<file path="src/rtl/controller_responder_pkg.sv">
// Shared definitions for the controller serial responder and the host-side controller.
// Button bit positions here fix the on-wire bit order for both ends of the link.
package controller_responder_pkg;

   typedef enum logic [1:0] {
      ST_IDLE   = 2'd0,
      ST_LOADED = 2'd1,
      ST_SHIFT  = 2'd2,
      ST_DONE   = 2'd3
   } state_e;

   localparam int NUM_BUTTONS        = 12;
   localparam int DEFAULT_FRAME_BITS = 16;
   localparam int BIT_INDEX_W        = 5;

   localparam int BTN_B      = 0;
   localparam int BTN_Y      = 1;
   localparam int BTN_SELECT = 2;
   localparam int BTN_START  = 3;
   localparam int BTN_UP     = 4;
   localparam int BTN_DOWN   = 5;
   localparam int BTN_LEFT   = 6;
   localparam int BTN_RIGHT  = 7;
   localparam int BTN_A      = 8;
   localparam int BTN_X      = 9;
   localparam int BTN_L      = 10;
   localparam int BTN_R      = 11;

   // The serial line is active-low: a pressed button is driven as 0.
   function automatic logic [NUM_BUTTONS-1:0] buttons_to_line(input logic [NUM_BUTTONS-1:0] b);
      return ~b;
   endfunction

endpackage

</file>
<file path="src/rtl/controller_responder_if.sv">
// Host port bundle between the console-side controller and the responder.
interface controller_responder_if;
   import controller_responder_pkg::*;

   logic [NUM_BUTTONS-1:0] I_BUTTONS;
   logic                   I_CONTROLLER_LATCH;
   logic                   I_CONTROLLER_PULSE;
   logic                   O_CONTROLLER_DATA;
   logic                   O_BUSY;
   logic                   O_FRAME_DONE;
   logic [BIT_INDEX_W-1:0] O_BIT_INDEX;

   modport master (
      output I_BUTTONS, I_CONTROLLER_LATCH, I_CONTROLLER_PULSE,
      input  O_CONTROLLER_DATA, O_BUSY, O_FRAME_DONE, O_BIT_INDEX
   );

   modport slave (
      input  I_BUTTONS, I_CONTROLLER_LATCH, I_CONTROLLER_PULSE,
      output O_CONTROLLER_DATA, O_BUSY, O_FRAME_DONE, O_BIT_INDEX
   );
endinterface

</file>
<file path="src/rtl/controller_responder_sync_edge_detect.sv">
// Multi-flop synchronizer for an asynchronous strobe followed by a one-flop rise detector.
module sync_edge_detect #(
   parameter int SYNC_STAGES = 2
) (
   input  logic clk,
   input  logic rst_n,
   input  logic din,
   output logic level,
   output logic rise
);
   logic [SYNC_STAGES-1:0] sync_q, sync_d;
   logic                   prev_q, prev_d;

   always_comb begin
      sync_d    = sync_q << 1;
      sync_d[0] = din;
      prev_d    = level;
   end

   always_ff @(posedge clk or negedge rst_n) begin
      if (!rst_n) begin
         sync_q <= '0;
         prev_q <= 1'b0;
      end else begin
         sync_q <= sync_d;
         prev_q <= prev_d;
      end
   end

   assign level = sync_q[SYNC_STAGES-1];
   assign rise  = level & ~prev_q;
endmodule

</file>
<file path="src/rtl/controller_responder.sv">
// Serial game-controller responder: latches the button state on LATCH and shifts it
// out active-low, one bit per PULSE rise, with a watchdog that abandons stalled frames.
module controller_responder
   import controller_responder_pkg::*;
#(
   parameter int FRAME_BITS     = DEFAULT_FRAME_BITS,
   parameter int SYNC_STAGES    = 2,
   parameter int TIMEOUT_CYCLES = 4096
) (
   input  logic                  I_CLK,
   input  logic                  I_ASYNC_RESET_L,
   controller_responder_if.slave bus
);
   localparam int                     TO_W     = (TIMEOUT_CYCLES > 1) ? $clog2(TIMEOUT_CYCLES) : 1;
   localparam logic [TO_W-1:0]        TO_LAST  = TO_W'(TIMEOUT_CYCLES - 1);
   localparam logic [BIT_INDEX_W-1:0] IDX_LAST = BIT_INDEX_W'(FRAME_BITS - 1);
   localparam logic [BIT_INDEX_W-1:0] IDX_END  = BIT_INDEX_W'(FRAME_BITS);

   logic latch_level, latch_rise, pulse_rise, pulse_level_unused;

   sync_edge_detect #(.SYNC_STAGES(SYNC_STAGES)) u_latch_sync (
      .clk   (I_CLK),
      .rst_n (I_ASYNC_RESET_L),
      .din   (bus.I_CONTROLLER_LATCH),
      .level (latch_level),
      .rise  (latch_rise)
   );

   sync_edge_detect #(.SYNC_STAGES(SYNC_STAGES)) u_pulse_sync (
      .clk   (I_CLK),
      .rst_n (I_ASYNC_RESET_L),
      .din   (bus.I_CONTROLLER_PULSE),
      .level (pulse_level_unused),
      .rise  (pulse_rise)
   );

   state_e                 state_q, state_d;
   logic [FRAME_BITS-1:0]  sr_q, sr_d, frame_load;
   logic [BIT_INDEX_W-1:0] idx_q, idx_d;
   logic [TO_W-1:0]        to_q, to_d;
   logic                   data_q, data_d;
   logic                   done_q, done_d;
   logic                   busy;

   always_ff @(posedge I_CLK or negedge I_ASYNC_RESET_L) begin
      if (!I_ASYNC_RESET_L) begin
         state_q <= ST_IDLE;
         sr_q    <= '1;
         idx_q   <= '0;
         to_q    <= '0;
         data_q  <= 1'b1;
         done_q  <= 1'b0;
      end else begin
         state_q <= state_d;
         sr_q    <= sr_d;
         idx_q   <= idx_d;
         to_q    <= to_d;
         data_q  <= data_d;
         done_q  <= done_d;
      end
   end

   // Padding bits above the buttons read as released (1) on the line.
   always_comb begin
      frame_load                  = '1;
      frame_load[NUM_BUTTONS-1:0] = buttons_to_line(bus.I_BUTTONS);
   end

   always_comb begin
      state_d = state_q;
      sr_d    = sr_q;
      idx_d   = idx_q;
      to_d    = '0;
      done_d  = 1'b0;
      // A LATCH rise wins over everything, including a coincident PULSE rise.
      if (latch_rise) begin
         state_d = ST_LOADED;
         sr_d    = frame_load;
         idx_d   = '0;
      end else begin
         case (state_q)
            ST_IDLE: idx_d = '0;
            ST_LOADED: begin
               idx_d = '0;
               if (latch_level) sr_d = frame_load;
               else             state_d = ST_SHIFT;
            end
            ST_SHIFT: begin
               if (pulse_rise) begin
                  sr_d = {1'b1, sr_q[FRAME_BITS-1:1]};
                  if (idx_q >= IDX_LAST) begin
                     state_d = ST_DONE;
                     idx_d   = IDX_END;
                     done_d  = 1'b1;
                  end else begin
                     idx_d = idx_q + 1'b1;
                  end
               end else if (to_q == TO_LAST) begin
                  state_d = ST_IDLE;
                  idx_d   = '0;
                  sr_d    = '1;
               end else begin
                  to_d = to_q + 1'b1;
               end
            end
            ST_DONE: begin
               if (to_q == TO_LAST) begin
                  state_d = ST_IDLE;
                  idx_d   = '0;
                  sr_d    = '1;
               end else begin
                  to_d = to_q + 1'b1;
               end
            end
            default: state_d = ST_IDLE;
         endcase
      end

      case (state_d)
         ST_LOADED, ST_SHIFT: data_d = sr_d[0];
         ST_DONE:             data_d = 1'b0;
         default:             data_d = 1'b1;
      endcase
   end

   always_comb begin
      busy                  = (state_q == ST_LOADED) || (state_q == ST_SHIFT);
      bus.O_BUSY            = busy;
      bus.O_CONTROLLER_DATA = data_q;
      bus.O_FRAME_DONE      = done_q;
      bus.O_BIT_INDEX       = idx_q;
   end
endmodule

</file>
<file path="src/flat_wrapper.sv">
// flat-port wrapper written by rule: the top's interface ports become plain ports
module controller_responder_flat import controller_responder_pkg::*;
#(
   parameter int FRAME_BITS     = DEFAULT_FRAME_BITS,
   parameter int SYNC_STAGES    = 2,
   parameter int TIMEOUT_CYCLES = 4096
)
  (I_CLK, I_ASYNC_RESET_L, bus_I_BUTTONS, bus_I_CONTROLLER_LATCH, bus_I_CONTROLLER_PULSE, bus_O_CONTROLLER_DATA, bus_O_BUSY, bus_O_FRAME_DONE, bus_O_BIT_INDEX);
  controller_responder_if bus_i ();
  input  logic I_CLK;
  input  logic I_ASYNC_RESET_L;
  input wire logic [$bits(bus_i.I_BUTTONS)-1:0] bus_I_BUTTONS;
  input wire logic [$bits(bus_i.I_CONTROLLER_LATCH)-1:0] bus_I_CONTROLLER_LATCH;
  input wire logic [$bits(bus_i.I_CONTROLLER_PULSE)-1:0] bus_I_CONTROLLER_PULSE;
  output wire logic [$bits(bus_i.O_CONTROLLER_DATA)-1:0] bus_O_CONTROLLER_DATA;
  output wire logic [$bits(bus_i.O_BUSY)-1:0] bus_O_BUSY;
  output wire logic [$bits(bus_i.O_FRAME_DONE)-1:0] bus_O_FRAME_DONE;
  output wire logic [$bits(bus_i.O_BIT_INDEX)-1:0] bus_O_BIT_INDEX;
  assign bus_i.I_BUTTONS = bus_I_BUTTONS;
  assign bus_i.I_CONTROLLER_LATCH = bus_I_CONTROLLER_LATCH;
  assign bus_i.I_CONTROLLER_PULSE = bus_I_CONTROLLER_PULSE;
  assign bus_O_CONTROLLER_DATA = bus_i.O_CONTROLLER_DATA;
  assign bus_O_BUSY = bus_i.O_BUSY;
  assign bus_O_FRAME_DONE = bus_i.O_FRAME_DONE;
  assign bus_O_BIT_INDEX = bus_i.O_BIT_INDEX;
  controller_responder #(.FRAME_BITS(FRAME_BITS), .SYNC_STAGES(SYNC_STAGES), .TIMEOUT_CYCLES(TIMEOUT_CYCLES)) u_core (.I_CLK(I_CLK), .I_ASYNC_RESET_L(I_ASYNC_RESET_L), .bus(bus_i));
endmodule
</file>
<file path="config.mk">
export PLATFORM = sky130hd
export DESIGN_NAME = controller_responder_flat
export DESIGN_NICKNAME = d
export VERILOG_FILES = /design/src/rtl/controller_responder_pkg.sv /design/src/rtl/controller_responder_if.sv /design/src/rtl/controller_responder_sync_edge_detect.sv /design/src/rtl/controller_responder.sv /design/src/flat_wrapper.sv
export SDC_FILE = /design/constraint.sdc
export NUM_CORES = 1
export LEC_CHECK = 0
export ABC_AREA = 1
export BUFFER_PORTS_ARGS = -buffer_cell sky130_fd_sc_hd__buf_2
export CAP_MARGIN = 5
export CELL_PAD_IN_SITES_DETAIL_PLACEMENT = 2
export CELL_PAD_IN_SITES_GLOBAL_PLACEMENT = 2
export CORE_ASPECT_RATIO = 0.8
export CORE_MARGIN = 4
export CORE_UTILIZATION = 35
export DETAILED_ROUTE_END_ITERATION = 6
export PLACE_DENSITY_LB_ADDON = 0.1
export REMOVE_ABC_BUFFERS = 1
export SLEW_MARGIN = 20
export SYNTH_ARGS = -nofsm -noshare
export SYNTH_HDL_FRONTEND = slang
export SYNTH_SLANG_ARGS = --single-unit
</file>
<file path="constraint.sdc">
create_clock -name I_CLK -period 2.6 [get_ports I_CLK]
set_input_delay 0 -clock I_CLK [delete_from_list [all_inputs] [get_ports I_CLK]]
set_output_delay 0 -clock I_CLK [all_outputs]
set_load 0.02 [all_outputs]
</file>
# After elaboration in Yosys (flattened, before gate mapping)
# Index checks and enable logic that the tools add are counted.
# classes
n_addsub	2
order_cmp	1
eq_ne	8
mux	25
bitwise_logic	5
reduce_logical	6
# op_table
operator	n
16-bit two-way mux	4
16-bit case mux with 3 select lines	1
12-bit two-way mux	3
12-bit case mux with 2 select lines	1
5-bit two-way mux	4
5-bit case mux with 3 select lines	1
12-bit by 1-bit adder with 12-bit output (second input constant)	1
12-bit equality test (second input constant)	1
12-bit NOT	1
2-bit two-way mux	5
2-bit equality test (second input constant)	4
2-bit case mux with 3 select lines	1
5-bit by 1-bit adder with 5-bit output (second input constant)	1
5-bit by 4-bit greater-or-equal comparator with 1-bit output (second input constant)	1
2-bit by 1-bit equality test with 1-bit output (second input constant)	2
1-bit two-way mux	4
4-bit nonzero test	1
2-bit OR reduction	2
3-bit by 2-bit != test with 1-bit output (second input constant)	1
1-bit bitwise AND	2
2-bit zero test	1
1-bit NOT	2
1-bit case mux with 2 select lines	1
2-bit AND reduction	1
1-bit logical OR	1
# totals
reg_bits	43
out_inout_bits	8
elab_cells	58

# Depth between registers and ports, before layout
# Gate-level depths: netlist of the first run.
# depth
ltp_word	8
mapped_depth	13
depth_no_buf	13

# Modules after synthesis
# Synthesis of the first run repeated with hierarchy kept, for this count alone.
# unflattened
cells_unflattened	333
area_unflattened_um2	2486.1
# modules_own_cells
module	n_inst	cells_each	area_each_um2	seq_area_each_um2
controller_responder	1	323	2316.0	947.2
sync_edge_detect	2	5	85.1	75.1

# Least setup slack after synthesis of the first run
# OpenSTA, ideal clock, no wires.
# synth_timing
path_kind	register to register
startpoint	reg u_core.idx_q[0], in the netlist u_core.bus.O_BIT_INDEX[0]
endpoint	reg u_core.data_q, in the netlist u_core.bus.O_CONTROLLER_DATA
setup_time_ns	0.060
t_arrival_ns	2.028
required_ns	2.540
slack_ns	0.512
path_stages_with_launch	12
path_cell_list	dfrtp_1 > ha_1 > inv_1 > nor3_1 > ha_1 > nor2_1 > o21ai_0 > nand2_1 > a21oi_1 > ha_1 > or2_2 > nand2_1
# synth_via
elab_chain_len	8
word_cells_on_any_way	10
classes_between	order compare: 1; eq/ne: 3; mux: 5; reduce/logical: 1
# synth_rtl
element	line	text
start, declared	controller_responder.sv:39	logic [BIT_INDEX_W-1:0] idx_q, idx_d;
start signal, assigned	controller_responder.sv:56	idx_q <= idx_d;
5-bit by 4-bit greater-or-equal comparator with 1-bit output (*)	controller_responder.sv:91	if (idx_q >= IDX_LAST) begin
2-bit two-way mux (*)	controller_responder.sv:91	
2-bit two-way mux (*)	controller_responder.sv:89	if (pulse_rise) begin
2-bit case mux with 3 select lines (*)	controller_responder.sv:81	case (state_q)
2-bit two-way mux (*)	controller_responder.sv:76	if (latch_rise) begin
net u_core.state_d[1]	controller_responder.sv:37	state_e state_q, state_d;
2-bit by 1-bit equality test with 1-bit output or 2-bit equality test (tied branches)	controller_responder.sv:119	case (state_d)
2-bit OR reduction	controller_responder.sv:119	
1-bit case mux with 2 select lines (*)	controller_responder.sv:119	
net u_core.data_d	controller_responder.sv:41	logic data_q, data_d;
end signal, assigned	controller_responder.sv:58	data_q <= data_d;
end, declared	controller_responder.sv:41	
# Mark *: on every way through the listed nets, which the timed path passes. The rest lies on a longest branch.
# A chain may end at the register's enable or synchronous reset.

# Worst setup path in the final report of the first run
# layout_timing
startpoint	reg u_core.state_q[0]
endpoint	reg u_core.data_q, in the netlist u_core.bus.O_CONTROLLER_DATA
# layout_via
word_cells_on_any_way	16
classes_between	eq/ne: 6; mux: 9; reduce/logical: 1
# layout_rtl
element	line	text
start, declared	controller_responder.sv:37	
start signal, assigned	controller_responder.sv:54	state_q <= state_d;
2-bit equality test or 2-bit by 1-bit equality test with 1-bit output (tied branches)	controller_responder.sv:81	
2-bit case mux with 3 select lines (*)	controller_responder.sv:81	
2-bit two-way mux (*)	controller_responder.sv:76	
net u_core.state_d[1]	controller_responder.sv:37	
2-bit by 1-bit equality test with 1-bit output or 2-bit equality test (tied branches)	controller_responder.sv:119	
2-bit OR reduction	controller_responder.sv:119	
1-bit case mux with 2 select lines (*)	controller_responder.sv:119	
net u_core.data_d	controller_responder.sv:41	
# Marked as above.

==> results_dict.tcl, run 1 <==
set metrics [dict create \
    rows 27 \
    grt_antenna_before_repair 0 \
    synthMuxAreaShare 0 \
    clk_pin_slew_ns 0.09 \
    drt_wl_total_um 7800 \
    grt_pass1_vias 2641 \
    post_cts_resize_count 0 \
    die_y_um 85.3 \
    worst-endpoint-required_ns 2.84 \
    slew_violations 0 \
    rsz0062_at_grt "no" \
    fin_crit_ns 2.32 \
    synth-simple-area-share 0.362 \
    wl_per_cell_um 16.8 \
    slowest_delay_ns 0.44 \
    synth_adder_area_share 0.0383 \
    synth_seq_cells 43 \
    rr_endpoint "u_core.bus.O_CONTROLLER_DATA" \
    worstReg2RegStart "u_core.state_q[0]" \
    synth_common_cells "nand2_1 (122), inv_1 (43), nor2_1 (27)" \
    ios 24 \
    ys_seq_area_frac 0.420 \
    synth_area_leaders "dfrtp_1 (25%), nand2_1 (18%), dfstp_2 (17%)" \
    hold_path_end "u_core.sr_q[6]" \
    yosysUniqueCellTypes 31 \
    fmax_ghz 0.430 \
    syn_area_um2 2610 \
    grt_usage 0.188 \
    ant_nets 0 \
    n_antenna_cell 0 \
    drc_errors 0 \
    synth_flop_cell "dfrtp_1" \
    grt_max_degree 44 \
    hp-class "in -> reg" \
    portBuffers 23 \
    syn_inst 343 \
    clk_latency_ns 0.29 \
    cts-buffers-inserted 5 \
    htree_levels 2 \
    num_vias 2336 \
    max_slew_margin 0.626 \
    syn_to_final_growth_pct 13.0 \
    core_um2 7060 \
    leakagePower_nw 1.46 \
    fin_tns_setup_ns 0 \
    startpoint_type "register" \
    dieArea_um2 8920 \
    hpwl_um 5650 \
    routed_via_density 5.05 \
    grt_pass1_wl_um 13500 \
    power_density_nw_per_um2 797 \
    clockBufferDepth 2 \
    synth_top_area_share 0.249 \
    crit_arrival_ns 2.57 \
    start_util 0.370 \
    firstDrtPassIters 4 \
    critPathKind "reg -> reg" \
    cp.depth 13 \
    period_share 0.894 \
    worstPathCellList "inv_1 > ha_1 > inv_2 > nor2_4 > inv_1 > nand3_1 > inv_1 > nand2_1 > nand2_1 > a21oi_1 > ha_1 > or2_2 > nand2_1" \
    worstSetupEndpointType "register" \
    ir_worst_vdd_mv 0.302 \
    status "finished, final reports clean" \
    drt_iter0_markers 75 \
    cts_tree "yes" \
    grt_overflow 0 \
    cpLargestDelayFamily "simple AND/OR/NAND/NOR gates" \
    crit_path_top_delay_cell "dfrtp_1" \
    die_x_um 105 \
    synthArstFlopShare 1.00 \
    gp_congestion 0.798 \
    clockRootBuffer "clkbuf_8" \
    setup_viol 0 \
    whs_path_depth 6 \
    layout.nets 399 \
    synth_top_family_by_area "simple AND/OR/NAND/NOR gates" \
    cp.buffers_inverters 4 \
    finalHoldViolations 0 \
    synth_warnings 0 \
    postSynthAreaPerCell_um2 7.62 \
    min_from "bus_I_BUTTONS[6]" \
    synth_edf_count 0 \
    critPathMaxFanout 6 \
    drive_gt1_frac 0.218 \
    synth_top_area_cell "dfrtp_1" \
    ff2ff_path_depth 13 \
    synth_most_common_cell "nand2_1" \
    cts.sinks 43 \
    synth_compound_area_frac 0.0814 \
    tightestPinTransition_ns 0.561 \
    fin_skew_ns 0.00801 \
    maxCapViolCount 0 \
    r2r_setup_slack_ns 0.28 \
    synth_xor_area_frac 0.0101 \
    fin_util 0.418 \
]
cells by family (layout without fill, tap and decap cells):
kind of cell / after synthesis / in the layout
flops: 43 / 43
xor+xnor: 3 / 3
compound gates: 39 / 39
fa+ha+maj: 8 / 8
simple gates: 196 / 196
buf+inv: 54 / 87
worst max path at each step:
| stage | endpoint | slack [ns] | start |
|---|---|---|---|
| 3_3_place_gp | u_core.bus.O_CONTROLLER_DATA | 0.37 | u_core.state_q[0] |
| 6_report | u_core.bus.O_CONTROLLER_DATA | 0.28 | u_core.state_q[0] |
| 4_1_cts | u_core.bus.O_CONTROLLER_DATA | 0.16 | u_core.state_q[0] |
| 2_1_floorplan | u_core.bus.O_CONTROLLER_DATA | 0.51 | u_core.state_q[0] |
| 5_1_grt | u_core.bus.O_CONTROLLER_DATA | 0.11 | u_core.state_q[0] |
| 3_5_place_dp | u_core.bus.O_CONTROLLER_DATA | 0.23 | u_core.state_q[0] |
what timing repair did:
action	in CTS	in global routing
hold buffers	3	0
endpoints found under the hold margin	28	0
setup endpoints to repair	0	1
setup buffers	0	2
power breakdown:
| group | internal [mW] | switching (mW) | total, mW |
|---|---|---|---|
| Sequential | 0.872 | 0.113 | 0.986 |
| Combinational | 0.306 | 0.629 | 0.936 |
| Clock | 0.188 | 0.244 | 0.432 |
| Total | 1.37 | 0.987 | 2.35 |
cells in the final DEF, fill, tap and decap left out, types with 8 or more instances in the layout:
master,n
ha_1,8
dfrtp_1,26
buf_4,8
inv_1,43
o21ai_0,11
buf_2,22
nand4_2,10
a21oi_1,22
dfstp_2,17
nand2_1,122
nand3_1,13
nor2_1,27
routing by layer:
layer | GRT usage | wire length, um
met1 | 0.251 | 3900
met2 | 0.328 | 3710
met3 | 0.0327 | 162
met4 | 0.0286 | 26
met5 | 0 | 0
metrics by stage:
stage	cell area, um^2	power [mW]	std cells	hold slack (ns)	setup slack [ns]
floorplan	2560	1.60	335	-0.296	0.507
global placement	2820	1.88	450	0.112	0.371
detailed placement	2820	1.93	450	0.111	0.229
CTS	2940	2.38	461	0.0369	0.158
global route	2950	2.56	463	0.0468	0.110
finish	2950	2.35	463	0.0407	0.276
final cells by class:
class                           instances  area [um^2]
Clock buffer                            6         72.6
Multi-Input combinational cell        246         1290
Timing Repair Buffer                   33          200
Inverter                               46          175
Tap cell                               87          109
Clock inverter                          2         12.5
Fill cell                             858         4110
Sequential cell                        43         1100
state kept, by name, indices dropped and copies added (netlist names):
register,flops
u_core.bus.O_FRAME_DONE,1
u_core.bus.O_BIT_INDEX,5
u_core.u_pulse_sync.sync_q,2
u_core.to_q,12
u_core.u_latch_sync.prev_q,1
u_core.u_latch_sync.sync_q,2
u_core.state_q,2
u_core.u_pulse_sync.prev_q,1
u_core.bus.O_CONTROLLER_DATA,1
u_core.sr_q,16
tightest hold or removal path, cell delays in order:
cell     delay [ns]
buf_2          0.07
inv_1          0.04
nand2_1        0.06
a21oi_1        0.06
nand2_1        0.06
nand2_1        0.05
Note: power is estimated with default switching activity, not from simulation.
==> run 2, diff against run 1 <==
--- a/config.mk
+++ b/config.mk
@@ -12,11 +12,12 @@
 export CELL_PAD_IN_SITES_GLOBAL_PLACEMENT = 2
 export CORE_ASPECT_RATIO = 0.8
 export CORE_MARGIN = 4
-export CORE_UTILIZATION = 35
+export CORE_UTILIZATION = 34
 export DETAILED_ROUTE_END_ITERATION = 6
 export PLACE_DENSITY_LB_ADDON = 0.1
 export REMOVE_ABC_BUFFERS = 1
 export SLEW_MARGIN = 20
 export SYNTH_ARGS = -nofsm -noshare
 export SYNTH_HDL_FRONTEND = slang
+export SYNTH_HIERARCHICAL = 1
 export SYNTH_SLANG_ARGS = --single-unit
==> results_dict.tcl, run 2 <==
set metrics [dict create \
    status "finished, final reports clean" \
    power_density_nw_per_um2 955 \
    synthArstFlopShare 1.00 \
    fin_crit_ns 2.31 \
    num_vias 2234 \
    gp_congestion 0.753 \
    synth_common_cells "nand2_1 (97), inv_1 (46), nor2_1 (41)" \
    clockBufferDepth 2 \
    fin_skew_ns 0.0125 \
    crit_path_top_delay_cell "dfrtp_1" \
    clk_latency_ns 0.30 \
    start_util 0.356 \
    largest-register "u_core/sr_q" \
    drc_errors 0 \
    grt_max_degree 44 \
    layout.nets 388 \
    rr_endpoint "u_core/bus.O_CONTROLLER_DATA" \
    cts_setup_buffers 0 \
    core_um2 6990 \
    grt_overflow 0 \
    die_y_um 84.5 \
    maxCapViolCount 0 \
    fmax_ghz 0.434 \
    tightestPinTransition_ns 0.564 \
    drt_wl_total_um 7000 \
    wl_per_cell_um 15.5 \
    crit_arrival_ns 2.56 \
    synth_seq_cells 43 \
    drt_iter0_markers 62 \
    grt_pass1_wl_um 12300 \
    worstPathCellList "ha_1 > nand2_1 > nor2_1 > ha_1 > nor2_1 > o21ai_0 > inv_1 > nor2_1 > inv_1 > nand2_1 > nand2_1 > nand2_1 > ha_1 > or2_2 > nand2_1" \
    htree_levels 2 \
    ant_nets 0 \
    clk_pin_slew_ns 0.09 \
    place_area_um2 2700 \
    setup_ws_ns 0.294 \
    synth_flop_cell "dfrtp_1" \
    postSynthAreaPerCell_um2 7.47 \
    period_share 0.887 \
    drive_gt1_frac 0.189 \
    grt_pass1_vias 2485 \
    fin_hold_ws_ns 0.0244 \
    startpoint_type "register" \
    crit_path_frequent_cell "nand2_1" \
    fin_area_um2 2830 \
    slowest_delay_ns 0.43 \
    setup_viol 0 \
    cts_tree "yes" \
    cts.sinks 43 \
    dp.cells 440 \
    slew_violations 0 \
    rows 27 \
    syn_to_final_growth_pct 13.9 \
    die_x_um 104 \
    syn_inst 333 \
    portBuffers 23 \
    synth_top_area_share 0.262 \
    r2r_setup_slack_ns 0.29 \
    cts-buffers-inserted 5 \
    synth_warnings 6 \
    syn_area_um2 2490 \
    worst-endpoint-required_ns 2.85 \
    synth_area_leaders "dfrtp_1 (26%), dfstp_2 (18%), nand2_1 (15%)" \
    mostFrequentLayoutCells "nand2_1 (97), inv_1 (46), nor2_1 (41), a21oi_1 (33), dfrtp_1 (26)" \
    hold_path_end "u_core/sr_q[8]" \
    firstDrtPassIters 4 \
    ios 24 \
    critPathKind "reg -> reg" \
    critPathMaxFanout 5 \
    rsz0062_at_grt "no" \
    finalPower_mw 2.70 \
    leakagePower_nw 1.43 \
    worstReg2RegStart "u_core/bus.O_BIT_INDEX[0]" \
    hp-class "in -> reg" \
    ir_worst_vdd_mv 0.474 \
    grt_antenna_before_repair 0 \
    cp.buffers_inverters 2 \
    synth_most_common_cell "nand2_1" \
    ys_seq_area_frac 0.441 \
    whs_path_depth 4 \
    yosysUniqueCellTypes 32 \
    stdcell_count 452 \
    worstSetupEndpointType "register" \
    min_from "bus_I_BUTTONS[8]" \
    cpLargestDelayFamily "simple AND/OR/NAND/NOR gates" \
    routed_via_density 4.94 \
    fin_util 0.405 \
    final_common_cell "nand2_1" \
    finalHoldViolations 0 \
    max_slew_margin 0.624 \
    grt_usage 0.172 \
    dp_slack_ns 0.344 \
    fin_tns_setup_ns 0 \
    hpwl_um 5150 \
    synth_edf_count 0 \
    dieArea_um2 8750 \
    largest_reg_flops 16 \
    clockRootBuffer "clkbuf_8" \
    synth_top_area_cell "dfrtp_1" \
    n_antenna_cell 0 \
    ff2ff_path_depth 15 \
]
[run 2: changes by cell type after synthesis, sizes merged, moves of 8 or more]
cell	previous run	this run
nand2	128	99
nand4	11	2
nor2	33	46
nand3	14	6
a21oi	23	34
a22oi	0	11
[run 2: logic make-up after synthesis]
| kind of cell | Yosys count | synth area share |
|---|---|---|
| AOI/OAI and AO/OA | 56 | 0.129 |
| xor gates and xnor gates | 5 | 0.0176 |
| adders and majority gates | 8 | 0.0403 |
| buffers and inverters | 59 | 0.0976 |
| DFF | 43 | 0.441 |
| and+or+nand+nor | 162 | 0.274 |
[run 2: routing by layer]
metal	up-vias	share of wire	wire, um	global-route usage
met3	5	0.027	191	0.0307
met5	-	0	0	0
li1	1097	-	-	-
met1	1107	0.51	3550	0.245
met2	25	0.46	3210	0.277
met4	0	0.0063	44	0.0338
[run 2: power by group]
group / switching (mW) / total, mW / internal, mW
logic: 0.784 / 1.21 / 0.423
registers: 0.124 / 1.06 / 0.938
clock network: 0.246 / 0.435 / 0.188
total: 1.15 / 2.70 / 1.55
[run 2: worst max-delay path by stage]
| stage | start | to | slack (ns) | depth (start not counted) |
|---|---|---|---|---|
| 2_1_floorplan | u_core/bus.O_BIT_INDEX[0] | u_core/bus.O_CONTROLLER_DATA | 0.47 | 15 |
| 3_3_place_gp | u_core/bus.O_BIT_INDEX[0] | u_core/bus.O_CONTROLLER_DATA | 0.47 | 13 |
| 3_5_place_dp | u_core/bus.O_BIT_INDEX[0] | u_core/bus.O_CONTROLLER_DATA | 0.34 | 15 |
| 4_1_cts | u_core/bus.O_BIT_INDEX[0] | u_core/bus.O_CONTROLLER_DATA | 0.31 | 15 |
| 5_1_grt | u_core/bus.O_BIT_INDEX[0] | u_core/bus.O_CONTROLLER_DATA | 0.12 | 15 |
| 6_report | u_core/bus.O_BIT_INDEX[0] | u_core/bus.O_CONTROLLER_DATA | 0.29 | 15 |
[run 2: area by class of cell]
type / instances / area [um^2]
Inverter: 49 / 184
Timing Repair Buffer: 34 / 210
Clock inverter: 2 / 12.5
Sequential cell: 43 / 1100
Fill cell: 840 / 4160
Tap cell: 87 / 109
Clock buffer: 6 / 72.6
Multi-Input combinational cell: 231 / 1150
[run 2: timing repair]
action | in CTS | in global routing
hold endpoints to repair | 29 | 0
gates resized for setup | 0 | 0
hold buffers | 4 | 0
[run 2: worst min-delay path: stages]
cell,delay [ns]
buf_2,0.07
inv_1,0.04
a21oi_1,0.13
a21oi_1,0.07
==> run 3, diff against run 2 <==
--- a/config.mk
+++ b/config.mk
@@ -6,16 +6,17 @@
 export NUM_CORES = 1
 export LEC_CHECK = 0
 export ABC_AREA = 1
-export BUFFER_PORTS_ARGS = -buffer_cell sky130_fd_sc_hd__buf_2
 export CAP_MARGIN = 5
 export CELL_PAD_IN_SITES_DETAIL_PLACEMENT = 2
 export CELL_PAD_IN_SITES_GLOBAL_PLACEMENT = 2
-export CORE_ASPECT_RATIO = 0.8
+export CORE_ASPECT_RATIO = 0.75
 export CORE_MARGIN = 4
-export CORE_UTILIZATION = 34
+export CORE_UTILIZATION = 36
 export DETAILED_ROUTE_END_ITERATION = 6
+export DONT_BUFFER_PORTS = 1
 export PLACE_DENSITY_LB_ADDON = 0.1
 export REMOVE_ABC_BUFFERS = 1
+export SKIP_CTS_REPAIR_TIMING = 1
 export SLEW_MARGIN = 20
 export SYNTH_ARGS = -nofsm -noshare
 export SYNTH_HDL_FRONTEND = slang
==> results_dict.tcl, run 3 (synthesis gave the netlist of run 2 again) <==
set metrics [dict create \
    status "finished with violations" \
    failed_checks "negative hold slack" \
    slowest_delay_ns 0.39 \
    critPathKind "reg -> reg" \
    startpoint_type "register" \
    core_um2 6510 \
    fin_hold_ws_ns -0.0634 \
    cp.buffers_inverters 2 \
    routed_via_density 5.10 \
    worstSetupEndpointType "register" \
    crit_start "u_core/bus.O_BIT_INDEX[0]" \
    swShare 0.412 \
    crit_arrival_ns 2.48 \
    seqPwrFrac 0.382 \
    power_density_nw_per_um2 987 \
    firstDrtPassIters 4 \
    mostFrequentLayoutCells "nand2_1 (97), inv_1 (46), nor2_1 (41), a21oi_1 (33), dfrtp_1 (26)" \
    grt_overflow 0 \
    setup_viol 0 \
    grt_pass1_vias 2398 \
    fin_skew_ns 0.00973 \
    clockRootBuffer "clkbuf_8" \
    die_x_um 104 \
    rr_endpoint "u_core/bus.O_CONTROLLER_DATA" \
    grt_pass1_wl_um 12300 \
    setup.worst_path.end "u_core/bus.O_CONTROLLER_DATA" \
    grt_antenna_before_repair 0 \
    largest_reg_flops 16 \
    fmax_ghz 0.448 \
    clockBufferDepth 2 \
    portBuffers 0 \
    drc_errors 0 \
    worstPathCellList "ha_1 > nand2_1 > nor2_1 > ha_1 > nor2_1 > o21ai_0 > inv_1 > nor2_1 > inv_1 > nand2_1 > nand2_1 > nand2_1 > ha_1 > or2_2 > nand2_1" \
    clock_power_share 0.195 \
    rows 25 \
    num_vias 2213 \
    critPathMaxFanout 2 \
    n_antenna_cell 0 \
    grt_usage 0.185 \
    ir_worst_vdd_mv 0.373 \
    max_slew_margin 0.678 \
    clk_latency_ns 0.30 \
    r2r_setup_slack_ns 0.37 \
    syn_to_final_growth_pct 15.0 \
    gp_congestion 0.784 \
    htree_levels 2 \
    cts-buffers-inserted 5 \
    drive_gt1_frac 0.144 \
    finalHoldViolations 4 \
    dieArea_um2 8310 \
    slew_violations 0 \
    nFillCells 800 \
    drt_wl_total_um 7320 \
    ant_nets 0 \
    start_util 0.382 \
    switching_power_mw 1.16 \
    fin_tns_setup_ns 0 \
    drt_iter0_markers 50 \
    ff2ff_path_depth 15 \
    largest-register "u_core/sr_q" \
    wl_per_cell_um 16.9 \
    cpLargestDelayFamily "simple AND/OR/NAND/NOR gates" \
    final_common_cell "nand2_1" \
    place_area_um2 2600 \
    rsz0062_at_grt "no" \
    cp.depth 15 \
    die_y_um 80.0 \
    p_int_mw 1.66 \
    tightestPinTransition_ns 0.483 \
    crit_path_frequent_cell "nand2_1" \
    crit_path_top_delay_cell "dfrtp_1" \
    cts.sinks 43 \
    combPwrFrac 0.423 \
    worstReg2RegStart "u_core/bus.O_BIT_INDEX[0]" \
    cts_tree "yes" \
    fin_crit_ns 2.23 \
    fin_area_um2 2860 \
    maxCapViolCount 0 \
    period_share 0.859 \
    hp-class "in -> reg" \
    worst-endpoint-required_ns 2.85 \
    clk_pin_slew_ns 0.09 \
    layout.nets 376 \
    leakagePower_nw 1.41 \
    ios 24 \
    grt_max_degree 44 \
    hpwl_um 5080 \
]
-- run 3: changes by cell type in the layout (fill, tap and decap cells not counted) --
| cell | delta |
|---|---|
| buf_16 | +1 |
| dlygate4sd3_1 | +7 |
| buf_4 | +2 |
| clkbuf_8 | +1 |
| bufinv_16 | +1 |
| clkbuf_1 | -1 |
| buf_2 | -22 |
| clkinvlp_4 | -1 |
-- run 3: how the worst min path moves through the flow --
stage	cells after the start	slack, ns	to	start
6_report	3	-0.06	u_core/sr_q[9]	bus_I_BUTTONS[9]
5_1_grt	3	-0.0007	u_core/sr_q[1]	bus_I_BUTTONS[1]
4_1_cts	0	-0.63	u_core/to_q[7]	I_ASYNC_RESET_L
3_5_place_dp	0	-0.29	u_core/to_q[0]	I_ASYNC_RESET_L
3_3_place_gp	0	-0.29	u_core/to_q[0]	I_ASYNC_RESET_L
2_1_floorplan	0	-0.30	u_core/bus.O_BIT_INDEX[0]	I_ASYNC_RESET_L
-- run 3: area by class of cell --
class                           instances  area, um^2  share of cell area
Clock inverter                          2        35.0              0.0123
Tap cell                               81         101              0.0354
Sequential cell                        43        1100               0.384
Inverter                               49         184              0.0643
Timing Repair Buffer                   22         213              0.0744
Multi-Input combinational cell        231        1150               0.401
Clock buffer                            6        82.6              0.0289
-- run 3: stage by stage --
step	instances	power (mW)	worst slack [ns]	util
2_1_floorplan	323	1.87	0.469	-
3_5_place_dp	414	2.25	0.403	0.400
5_1_grt	434	3.09	0.117	0.439
3_3_place_gp	414	2.19	0.512	0.400
6_report	434	2.82	0.368	0.439
4_1_cts	422	2.83	0.358	0.418
-- run 3: power groups by stage --
stage | Clock (mW) | Sequential (mW) | Combinational, mW
finish | 0.551 | 1.08 | 1.19
global route | 0.598 | 1.10 | 1.39
CTS | 0.569 | 1.08 | 1.18
detailed placement | 0 | 1.09 | 1.17
global placement | 0 | 1.08 | 1.11
floorplan | 0 | 1.05 | 0.822
-- run 3: metal layers --
layer  vias up  part of all wire  global-route usage
met3         4             0.028              0.0372
met5         -                 0                   0
met2        24              0.46               0.308
met1      1106              0.51               0.251
met4         0            0.0049              0.0398
li1       1079                 -                   -
-- run 3: worst min-delay path: cells and delay by family --
| kind | cells | cell delay (ns) |
|---|---|---|
| AO/OA/AOI/OAI | 2 | 0.22 |
| buffers and inverters | 1 | 0.03 |
